[src/rtl/orde_idx_mgr.sv]
`default_nettype none
// ============================================================================
//  Module      : orde_idx_mgr
//  Description : Circular index manager for the read-ordering buffer.
//                Allocates global entry indices in issue order, tracks
//                which entries have received responses, and retires them
//                strictly in order, producing per-block pop strobes and
//                per-block insert / oldest pointers for the CAM stages.
//  Revision    : 1.0 - initial release
// ============================================================================
module orde_idx_mgr #(
    parameter int NUM_PER_BLOCK = 32,
    parameter int NUM_MAX_RD    = 512,
    localparam int NUM_BLOCKS   = NUM_MAX_RD / NUM_PER_BLOCK,
    localparam int IW           = $clog2(NUM_MAX_RD),
    localparam int LW           = $clog2(NUM_PER_BLOCK)
) (
    input  logic                  clk,
    input  logic                  rst,
    input  logic                  alloc_req,
    output logic                  alloc_rdy,
    output logic [IW-1:0]         alloc_idx,
    output logic [NUM_BLOCKS-1:0] empty_idx_valid,
    output logic [LW-1:0]         empty_idx,
    output logic [NUM_BLOCKS-1:0] oldest_idx_valid,
    output logic [LW-1:0]         oldest_idx,
    output logic [NUM_BLOCKS-1:0] oldest_idx_next_valid,
    output logic [LW-1:0]         oldest_idx_next,
    input  logic                  resp_valid,
    input  logic [IW-1:0]         resp_idx,
    output logic [NUM_BLOCKS-1:0] pop_idx_valid,
    output logic [LW-1:0]         pop_idx,
    output logic [IW:0]           count,
    output logic                  full,
    output logic                  empty,
    output logic                  err
);

    localparam logic [IW:0] MAX_COUNT = (IW+1)'(NUM_MAX_RD);

    // Registered pointers and per-entry response flags
    logic [IW-1:0]         head;
    logic [IW-1:0]         tail;
    logic [NUM_MAX_RD-1:0] done;

    // Combinational control
    logic          alloc_fire;
    logic          retire;
    logic [IW-1:0] head_nxt;
    logic [IW:0]   count_nxt;
    logic [IW-1:0] resp_off;
    logic          resp_in_window;
    logic          resp_ok;
    logic          resp_legal;
    logic          resp_bad;

    // One-hot block select from the upper index bits
    function automatic logic [NUM_BLOCKS-1:0] blk_onehot(input logic [IW-1:0] idx);
        logic [NUM_BLOCKS-1:0] oh;
        oh = '0;
        oh[idx[IW-1:LW]] = 1'b1;
        return oh;
    endfunction

    assign full  = (count == MAX_COUNT);
    assign empty = (count == '0);

    // No bypass: a full buffer refuses allocation even if a retire is
    // happening in the same cycle.
    assign alloc_rdy  = !full;
    assign alloc_fire = alloc_req && !full;

    // Retire only from registered state, so a response to head shows up
    // as a pop one cycle after it arrives.
    assign retire    = !empty && done[head];
    assign head_nxt  = retire ? head + 1'b1 : head;
    assign count_nxt = count + (IW+1)'(alloc_fire) - (IW+1)'(retire);

    // Outstanding window test: distance from head (mod ring size) must be
    // below count. When full this accepts every index, as it should.
    assign resp_off       = resp_idx - head;
    assign resp_in_window = ({1'b0, resp_off} < count);
    assign resp_ok        = resp_in_window && !done[resp_idx];
    assign resp_legal     = resp_valid && resp_ok;
    assign resp_bad       = resp_valid && !resp_ok;

    assign alloc_idx        = tail;
    assign empty_idx_valid  = full ? '0 : blk_onehot(tail);
    assign empty_idx        = tail[LW-1:0];
    assign oldest_idx_valid = empty ? '0 : blk_onehot(head);
    assign oldest_idx       = head[LW-1:0];

    assign oldest_idx_next_valid = (count_nxt == '0) ? '0 : blk_onehot(head_nxt);
    assign oldest_idx_next       = head_nxt[LW-1:0];

    assign pop_idx_valid = retire ? blk_onehot(head) : '0;
    assign pop_idx       = retire ? head[LW-1:0] : '0;

    // Pointer, occupancy and sticky error update
    always_ff @(posedge clk or negedge rst) begin
        if (!rst) begin
            head  <= '0;
            tail  <= '0;
            count <= '0;
            err   <= 1'b0;
        end else begin
            head  <= head_nxt;
            count <= count_nxt;
            if (alloc_fire) begin
                tail <= tail + 1'b1;
            end
            if (resp_bad) begin
                err <= 1'b1;
            end
        end
    end

    // Response bookkeeping: clear the retiring head, mark legal responses.
    // A legal response can never target the retiring head (its flag is
    // already set), so the two writes never collide.
    always_ff @(posedge clk or negedge rst) begin
        if (!rst) begin
            done <= '0;
        end else begin
            if (retire) begin
                done[head] <= 1'b0;
            end
            if (resp_legal) begin
                done[resp_idx] <= 1'b1;
            end
        end
    end

endmodule
`default_nettype wire

[config.mk]
export PLATFORM = sky130hd
export DESIGN_NAME = orde_idx_mgr
export DESIGN_NICKNAME = d
export VERILOG_FILES = /design/src/rtl/orde_idx_mgr.sv
export SDC_FILE = /design/constraint.sdc
export NUM_CORES = 1
export LEC_CHECK = 0
export CAP_MARGIN = 20
export CELL_PAD_IN_SITES_DETAIL_PLACEMENT = 1
export CELL_PAD_IN_SITES_GLOBAL_PLACEMENT = 1
export CORE_MARGIN = 2
export CORE_UTILIZATION = 49
export DETAILED_ROUTE_END_ITERATION = 8
export PLACE_DENSITY_LB_ADDON = 0.1
export SLEW_MARGIN = 5
export SYNTH_ARGS = -nofsm -noshare
export SYNTH_HDL_FRONTEND = slang
export SYNTH_SLANG_ARGS = --single-unit
[constraint.sdc]
create_clock -name clk -period 7.9 [get_ports clk]
set_input_delay 1.185 -clock clk [delete_from_list [all_inputs] [get_ports clk]]
set_output_delay 1.185 -clock clk [all_outputs]
set_load 0.01 [all_outputs]
# Yosys cells after proc, flatten, opt, wreduce, memory -nomap -nowiden
# Cells that the tools add are included.
dict set report totals {
  ff_bits 541
  input_bits 13
  out_inout_bits 107
  word_cells 63
}
dict set report classes {
  addsub 5
  n_lt_le_gt_ge 11
  eq_ne 1
  muxes 22
  bitwise_logic 3
  n_reduce_logical 16
}
# operator count
set op_table {}
lappend op_table {{$mux W512} 2}
lappend op_table {{$and A512 B512 Y512} 1}
lappend op_table {{$not A512 Y512} 1}
lappend op_table {{$or A512 B512 Y512} 1}
lappend op_table {{$mux W16} 4}
lappend op_table {{$logic_not A10 Y1} 2}
lappend op_table {{$lt A9 B10 Y1 const B} 2}
lappend op_table {{$add A9 B1 Y9 const B} 2}
lappend op_table {{$bmux W1 S9} 2}
lappend op_table {{$demux W1 S9} 2}
lappend op_table {{$ge A9 B1 Y1 const B} 2}
lappend op_table {{$lt A4 B5 Y1 const B} 3}
lappend op_table {{$demux W1 S4} 3}
lappend op_table {{$ge A4 B1 Y1 const B} 3}
lappend op_table {{$add A10 B1 Y10} 1}
lappend op_table {{$eq A10 B10 Y1 const B} 1}
lappend op_table {{$logic_and A1 B1 Y1} 10}
lappend op_table {{$lt A9 B10 Y1} 1}
lappend op_table {{$sub A10 B1 Y10} 1}
lappend op_table {{$mux W9} 1}
lappend op_table {{$sub A9 B9 Y9} 1}
lappend op_table {{$mux W1} 7}
lappend op_table {{$mux W5} 1}
lappend op_table {{$logic_not A1 Y1} 4}

# Depth between registers and ports, before layout
# Gate-level depths: netlist of the first run.
dict set report depth {
  ltp_word 9
  mapped_depth 31
  ltp_nobuf 24
}

# Worst setup path after synthesis of the first run
# OpenSTA, ideal clock, no wires.
dict set report synth_timing {
  path_type {register to output}
  from {reg head[0]}
  to {out oldest_idx_next_valid[10]}
  arrival_ps 5792
  required_time_ps 6715
  setup_slack_ps 923
  stages_incl_launch_ff 25
  n_path_buf 4
  cell_sequence {dfrtp_1 -> buf_2 -> mux4_2 -> mux4_2 -> mux2i_1 -> nor3_1 -> nor4_1 -> a21o_1 -> buf_2 -> inv_2 -> buf_2 -> ha_1 -> inv_1 -> ha_1 -> a21o_1 -> a21oi_1 -> o21bai_1 -> a2111oi_0 -> nor3_1 -> o21ai_0 -> nand2b_1 -> xnor2_1 -> nor4b_1 -> clkbuf_1 -> nor4_1}
}
dict set report synth_via {
  elab_cells_between_ends 13
  classes_between {add/sub: 2; order compare: 2; mux: 6; reduce/logical: 3}
}
# element line
set synth_lines {}
lappend synth_lines {{from (decl)} 42} ;# logic [IW-1:0] head;
lappend synth_lines {{from (signal assigned)} 107} ;# head <= head_nxt;
lappend synth_lines {{$bmux W1 S9} 75} ;# assign retire = !empty && done[head];
lappend synth_lines {{$mux W1 (not written as such)} 75}
lappend synth_lines {{$logic_and A1 B1 Y1} 75}
lappend synth_lines {{$sub A10 B1 Y10} 77} ;# assign count_nxt = count + (IW+1)'(alloc_fire) - (IW+1)'(retire);
lappend synth_lines {{via count_nxt[9]} 50} ;# logic [IW:0] count_nxt;
lappend synth_lines {{$logic_not A10 Y1} 93} ;# assign oldest_idx_next_valid = (count_nxt == '0) ? '0 : blk_onehot(head_nxt);
lappend synth_lines {{$mux W16} 93}
lappend synth_lines {{to (decl)} 27} ;# output logic [NUM_BLOCKS-1:0] oldest_idx_next_valid,
# The timed path passes the listed nets, and every way through them passes these cells. The select of a mux whose other input is x is not followed.

# Worst setup path after layout of the first run
dict set report layout_timing {
  from {reg head[5]}
  to {out oldest_idx_next_valid[3]}
}
# The elaborated chain is that of the path after synthesis.

==> results of run 1 <==
through the flow:
step                      instances  hold slack [ns]  total power, mW
after detailed placement       3825            0.462             7.68
final                          3957            0.473             11.3
after CTS                      3947            0.478             11.0
after floorplan                3068            0.482             5.64
after global routing           3957            0.512             11.6
after global placement         3825            0.457             7.56
cell families (layout without fill, tap and decap cells):
group           Yosys count  count (layout)  synth area share, %
flops                   541             541                 43.2
simple gates            496             496                 6.91
mux                     398             398                 20.4
compound gates         1219            1219                 22.0
fa+ha+maj                39              39                 1.61
buf+inv                 346             388                 5.04
other cells               0               1                    0
xor+xnor                 29              29                0.835
flip-flops by register name, indices dropped and copies added, names as in the netlist:
name / cells
count: 10
done: 512
alloc_idx: 9
head: 9
err: 1
metal layers:
layer	wire, microns	vias to the layer above	GRT usage, %
met2	60300	1904	62.1
met1	51300	15000	52.8
li1	-	11500	-
met5	41	-	0
met3	15200	570	10.4
met4	8770	6	23.0
layout make-up:
class                   count  area [sq um]  area share (%)
inverters                  38           143           0.397
multi-input cells        2181         16500            46.0
clock buffers              93          1960            5.44
flip-flops and latches    541         13500            37.7
diodes                      1          2.50         0.00697
clock inverters            24           340           0.948
well taps                 846          1060            2.95
repair buffers            233          2340            6.52
worst min path at each step:
stage,start,to,cells past startpoint
2_1_floorplan,done[151]$_DFF_PN0_,done[151]$_DFF_PN0_,2
3_3_place_gp,err$_DFFE_PN0P_,err$_DFFE_PN0P_,1
3_5_place_dp,err$_DFFE_PN0P_,err$_DFFE_PN0P_,1
4_1_cts,err$_DFFE_PN0P_,err$_DFFE_PN0P_,1
5_1_grt,err$_DFFE_PN0P_,err$_DFFE_PN0P_,1
6_report,err$_DFFE_PN0P_,err$_DFFE_PN0P_,1
cells in the final DEF (no fill, tap or decap), types with 7 or more instances in the layout:
| cell | Yosys | layout |
|---|---|---|
| a21oi_1 | 28 | 27 |
| a22oi_1 | 99 | 99 |
| buf_12 | 0 | 17 |
| buf_4 | 23 | 92 |
| bufinv_16 | 0 | 8 |
| clkbuf_1 | 199 | 9 |
| clkbuf_16 | 0 | 72 |
| clkbuf_8 | 0 | 16 |
| clkdlybuf4s50_1 | 0 | 98 |
| clkinv_2 | 0 | 12 |
| dfrtp_1 | 541 | 538 |
| dlygate4sd2_1 | 0 | 8 |
| ha_1 | 37 | 37 |
| inv_1 | 29 | 29 |
| mux2i_1 | 205 | 201 |
| mux4_2 | 192 | 192 |
| nand2_1 | 244 | 239 |
| nand2b_1 | 10 | 10 |
| nand3_1 | 40 | 28 |
| nand3_4 | 0 | 8 |
| nand4_1 | 11 | 11 |
| nor2_1 | 107 | 103 |
| nor3_1 | 30 | 30 |
| nor4_1 | 21 | 13 |
| nor4_2 | 0 | 7 |
| o211ai_1 | 9 | 9 |
| o21ai_0 | 760 | 760 |
| o21ai_1 | 121 | 121 |
| o22ai_1 | 24 | 24 |
| o31ai_1 | 148 | 148 |
| xnor2_1 | 21 | 19 |
| xor2_1 | 7 | 7 |
repair_timing:
action	4_1_cts	5_1_grt
gates resized for setup	22	44
buffers inserted	5	4
endpoints found under the hold margin	0	0
pin swaps	3	11
setup endpoints to repair	16	16
gates cloned	0	5
power groups by stage:
stage	sequential, mW	combinational, mW	clock, mW
after floorplan	3.15	2.49	0
after global placement	3.24	4.32	0
after detailed placement	3.25	4.43	0
after CTS	3.19	4.52	3.27
after global routing	3.22	4.98	3.38
final	3.20	4.85	3.26
critical path, stage by stage (launching register included):
cell	delay, ns
dfrtp_1	0.52
nand2_1	0.68
o22ai_1	0.14
o211ai_1	0.57
a41oi_2	0.39
nor4_4	0.36
buf_4	0.18
a21o_1	0.14
inv_2	0.06
ha_1	0.27
inv_1	0.04
ha_1	0.20
a21o_1	0.18
a21oi_1	0.22
o21bai_1	0.13
a2111oi_2	0.37
nor3_1	0.11
o21ai_0	0.18
nand2b_1	0.11
xnor2_2	0.23
nor4b_4	0.08
buf_4	0.19
nor4_1	0.27
dlygate4sd2_1	0.30
==> impl_results.md, run 1 <==
- CTS tree: done
- Synth top cells by count: 760 x o21ai_0, 541 x dfrtp_1, 244 x nand2_1
- Largest net degree at the start of global routing: 127
- Comb pwr share: 42.9%
- Hold Crit Class: reg -> reg
- Final setup violation count: 0
- # port buffers: 119
- CTS Buffer Depth: 3
- Die W: 257 microns
- GPL Wtd Cong: 0.900
- Post-synth design cell area: 31,300 sq um
- DIE HEIGHT: 257 microns
- Worst r2r dst: done[256]$_DFF_PN0_
- Syn Nets: 3,120
- Clock root cell: clkbuf_16
- Power density cells: 315 nW/um^2
- Critical path type: reg -> out
- Peak supply drop: 252 uV
- Drt drc: 0
- Final Routed Wirelength: 136 mm
- CP Capture Point: oldest_idx_next_valid[3]
- EDFF count, synth: 0
- Drt initial violations: 3,345
- Final Util: 56.9%
- Core area: 63,100 sq um
- Initial antenna violation count: 8
- First drt pass iteration count: 6
- Minimum clock period: 7.75 ns
- Hold_buf cts: 0
- Via count: 29.0k
- Sink Count: 541
- Internal power: 6.55 mW
- Commonest register cell after synthesis: dfrtp_1
- Unique masters post-synth: 60
- Pre-CTS setup slack: -0.0892 ns
- Site Rows: 92
- I/O pin count: 120
- Share of total power in the clock network: 28.8%
- Share of layout cells above drive strength 1: 15.7%
- Crit path max fanout: 8
- Register share of total power: 28.3%
- Status: complete, no violations
- First-pass GRT wire length: 200 mm
- Gr usage total: 40.6%
- Reg2reg path depth: 21
- Final instance area: 35,900 sq um
- Period utilization: 98.0%
- Area contributors post-synth: dfrtp_1 43%, mux4_2 14%, o21ai_0 12%
- Post-placement cell area: 33,300 sq um
- Fillers: 6,775
- Sw power: 4.76 mW
- Area share of the largest cell type after synthesis: 43.2%
- WL per Instance: 34.3 microns
- Leak: 12.0 nW
- Overflow after GRT: 0
- Max Freq: 0.129 GHz
- Post-route clock skew: 0.0266 ns
- Max cap viols: 0
- Sequential area share after synthesis: 43.2%
- Via density: 7.33
- CP endpoint kind: output port
- Reg-to-reg slack, setup: 2.11 ns
- Worst endpoint required time: 6.71 ns
- Pins over their slew limit: 0
- Startpoint types: flop
- R2R Path Start: head[1]$_DFF_PN0_
- Post-synthesis average cell area: 10.2 sq um
- Layout area overhead: 14.7%
- Worst Path Arrival: 6.56 ns
- Final Hold Vio Count: 0
- Antenna-violating nets left: 0
- Worst-path clk slew: 0.06 ns
- Final TNS setup: 0 ns
- Die ar.: 65,900 sq um
- #FFs+latches synth: 541
- Switching share of power: 42.1%
- Number of global-route vias before repair: 30.2k
- CTS Buf Count: 66
- Final worst slack: 0.154 ns
- Worst-margin pin slew: 1.24 ns
- Layout net count: 3,113
- Area leader, netlist: dfrtp_1
- Slew headroom: 15.3%
- Htree depth: 3
- Worst skew pair latency: 0.62 ns
- DP HPWL: 81.7 mm
- Critical path startpoint: head[5]$_DFF_PN0_
- Initial core utilization: 49.6%
- Syn Inst Count: 3,068
- Synth async-reset ratio: 100%
- Most frequent cell after synthesis: o21ai_0
- Synth warn: 0
Power figures use the tool's default switching activity.
==> run 2: changes to the inputs <==
- MAX_ROUTING_LAYER: unset -> met4
==> impl_results.md, run 2 (same netlist as run 1, synthesis figures left out) <==
- Status: complete, no violations
- Via count: 28.8k (-0.50%)
- Final setup violation count: 0 (unchanged)
- Power density cells: 308 nW/um^2 (-2.1%)
- Site Rows: 92 (unchanged)
- Share of layout cells above drive strength 1: 15.2% (-0.48 points)
- Antenna-violating nets left: 0 (unchanged)
- Reg-to-reg slack, setup: 1.66 ns (-0.45 ns)
- CTS tree: done
- # port buffers: 119 (unchanged)
- Final Routed Wirelength: 135 mm (-0.48%)
- CP endpoint kind: output port
- Worst skew pair latency: 0.65 ns (+0.03 ns)
- Leak: 11.8 nW (-1.3%)
- DIE HEIGHT: 257 microns (unchanged)
- Worst-path clk slew: 0.06 ns (about the same)
- Max Freq: 0.130 GHz (+0.57%)
- First drt pass iteration count: 6 (unchanged)
- Largest net degree at the start of global routing: 173 (+36%)
- Gr usage total: 41.9% (+1.3 points)
- Htree depth: 2 (-1)
- Slew headroom: 19.6% (+4.3 points)
- Max cap viols: 0 (unchanged)
- Pins over their slew limit: 0 (unchanged)
- Worst-margin pin slew: 1.21 ns (-0.0323 ns)
- Pre-CTS setup slack: -0.0883 ns (+0.000892 ns)
- Initial core utilization: 49.6% (unchanged)
- Most frequent cells in the layout: 759 x o21ai_0, 538 x dfrtp_1, 239 x nand2_1
- Number of global-route vias before repair: 30.3k (+0.42%)
- Clock root cell: clkbuf_16
- Via density: 7.30 (-0.32%)
- Worst Path Arrival: 6.52 ns (-0.04 ns)
- Crit path max fanout: 9 (+1)
- Sink Count: 541 (unchanged)
- Non-Filler Instances: 3,950 (-0.18%)
- Final Util: 56.4% (-0.52 points)
- Number of flip-flops in the largest register: 512 (unchanged)
- Worst r2r dst: done[20]$_DFF_PN0_
- Fillers: 6,798 (+0.34%)
- Final worst slack: 0.198 ns (+0.0440 ns)
- Worst Hold Slack: 0.486 ns (+0.0135 ns)
- Critical path type: reg -> out
- Post-route clock skew: 0.0242 ns (-0.00239 ns)
- Die ar.: 65,900 sq um (unchanged)
- CTS Buf Count: 61 (-7.6%)
- GPL Wtd Cong: 0.964 (+7.1%)
- Commonest non-fill, non-tap cell in the layout: o21ai_0
- R2R Path Start: head[1]$_DFF_PN0_
- First-pass GRT wire length: 201 mm (+0.32%)
- Layout net count: 3,102 (-0.35%)
- Minimum clock period: 7.70 ns (-0.0440 ns)
- Core area: 63,100 sq um (unchanged)
- Top reg by flops: done
- Period utilization: 97.5% (-0.56 points)
- Worst endpoint required time: 6.71 ns (about the same)
- Drt drc: 0 (unchanged)
- I/O pin count: 120 (unchanged)
- DP HPWL: 81.4 mm (-0.30%)
- Startpoint types: flop
- Die W: 257 microns (unchanged)
- Drt initial violations: 3,346 (+0.030%)
- Initial antenna violation count: 5 (-3)
- Largest registers: done: 512 flops, count: 10 flops
- Hold Crit Class: in -> async
- Reg2reg path depth: 20 (-4.8%)
- Hold_buf cts: 0 (unchanged)
- CTS Buffer Depth: 3 (unchanged)
- Overflow after GRT: 0 (unchanged)
- Peak supply drop: 268 uV (+6.5%)
- Final Hold Vio Count: 0 (unchanged)
- Cells after DPL: 3,814 (-0.29%)
- Final TNS setup: 0 ns (unchanged)
- Layout area overhead: 13.7%
- WL per Instance: 34.2 microns (-0.30%)
[run 2: cell count changes in the layout (fill, tap and decap cells not counted), sizes merged, moves of 3 or more]
cell / previous run / this run
buf: 115 / 110
diode: 1 / 8
dlygate4sd2: 8 / 4
clkbuf: 101 / 98
bufinv: 8 / 4
[run 2: metal layers]
layer,vias to the layer above,track usage [%],share of wire (%)
met1,15000,52.8,38
met5,-,-,0
met4,0,23.0,6.3
li1,11500,-,-
met3,573,10.5,11
met2,1811,62.1,45
[run 2: critical path: stages (launching register included)]
cell           delay, ns
dfrtp_1             0.71
clkinv_1            0.65
nor2_1              0.45
nand2_1             0.32
nor3_1              0.42
nor4_2              0.12
buf_4               0.16
a21o_1              0.20
inv_2               0.09
ha_1                0.15
inv_1               0.07
ha_1                0.29
a21o_1              0.19
a21oi_2             0.20
o21bai_1            0.12
a2111oi_2           0.36
nor3_1              0.09
o21ai_1             0.12
nand2b_1            0.10
xnor2_2             0.18
nor4b_4             0.33
buf_6               0.18
nor4_1              0.06
dlygate4sd2_1       0.32
[run 2: what timing repair did]
item / 4_1_cts / 5_1_grt
gates resized for setup: 31 / 48
gates cloned: 2 / 2
pin swaps: 4 / 8
endpoints found under the setup margin: 16 / 16
buffers inserted: 3 / 10
[run 2: final cells by class]
class	instances	area (sq um)	share of cell area (%)
Clock inverter	19	209	0.587
Inverter	38	144	0.404
Antenna cell	8	20.0	0.0562
Tap cell	846	1060	2.97
Sequential cell	541	13500	38.1
Timing Repair Buffer	227	2310	6.50
Multi-Input combinational cell	2181	16500	46.3
Clock buffer	90	1820	5.10
[run 2: where the power goes]
part,internal [mW],switching [mW],total (mW)
clock,1.71,1.23,2.93
sequential,2.98,0.210,3.19
combinational,1.56,3.29,4.85
total,6.24,4.73,11.0
[run 2: through the flow]
stage	power [mW]	instance area, sq um
finish	11.0	35600
global route	11.2	35600
CTS	10.7	35300
detailed placement	7.67	33200
global placement	7.54	33200
floorplan	5.64	31300
[run 2: how the worst max path moves through the flow]
stage / start / endpoint / slack [ns] / cells after the start
final: head[6]$_DFF_PN0_ / oldest_idx_next_valid[8] / 0.20 / 23
after global routing: head[0]$_DFF_PN0_ / oldest_idx_next_valid[10] / -0.05 / 26
after global placement: head[1]$_DFF_PN0_ / oldest_idx_next_valid[13] / 0.08 / 27
after floorplan: head[0]$_DFF_PN0_ / oldest_idx_next_valid[10] / 0.92 / 24
after detailed placement: head[1]$_DFF_PN0_ / oldest_idx_next_valid[2] / -0.09 / 27
after CTS: head[1]$_DFF_PN0_ / oldest_idx_next_valid[2] / 0.13 / 29
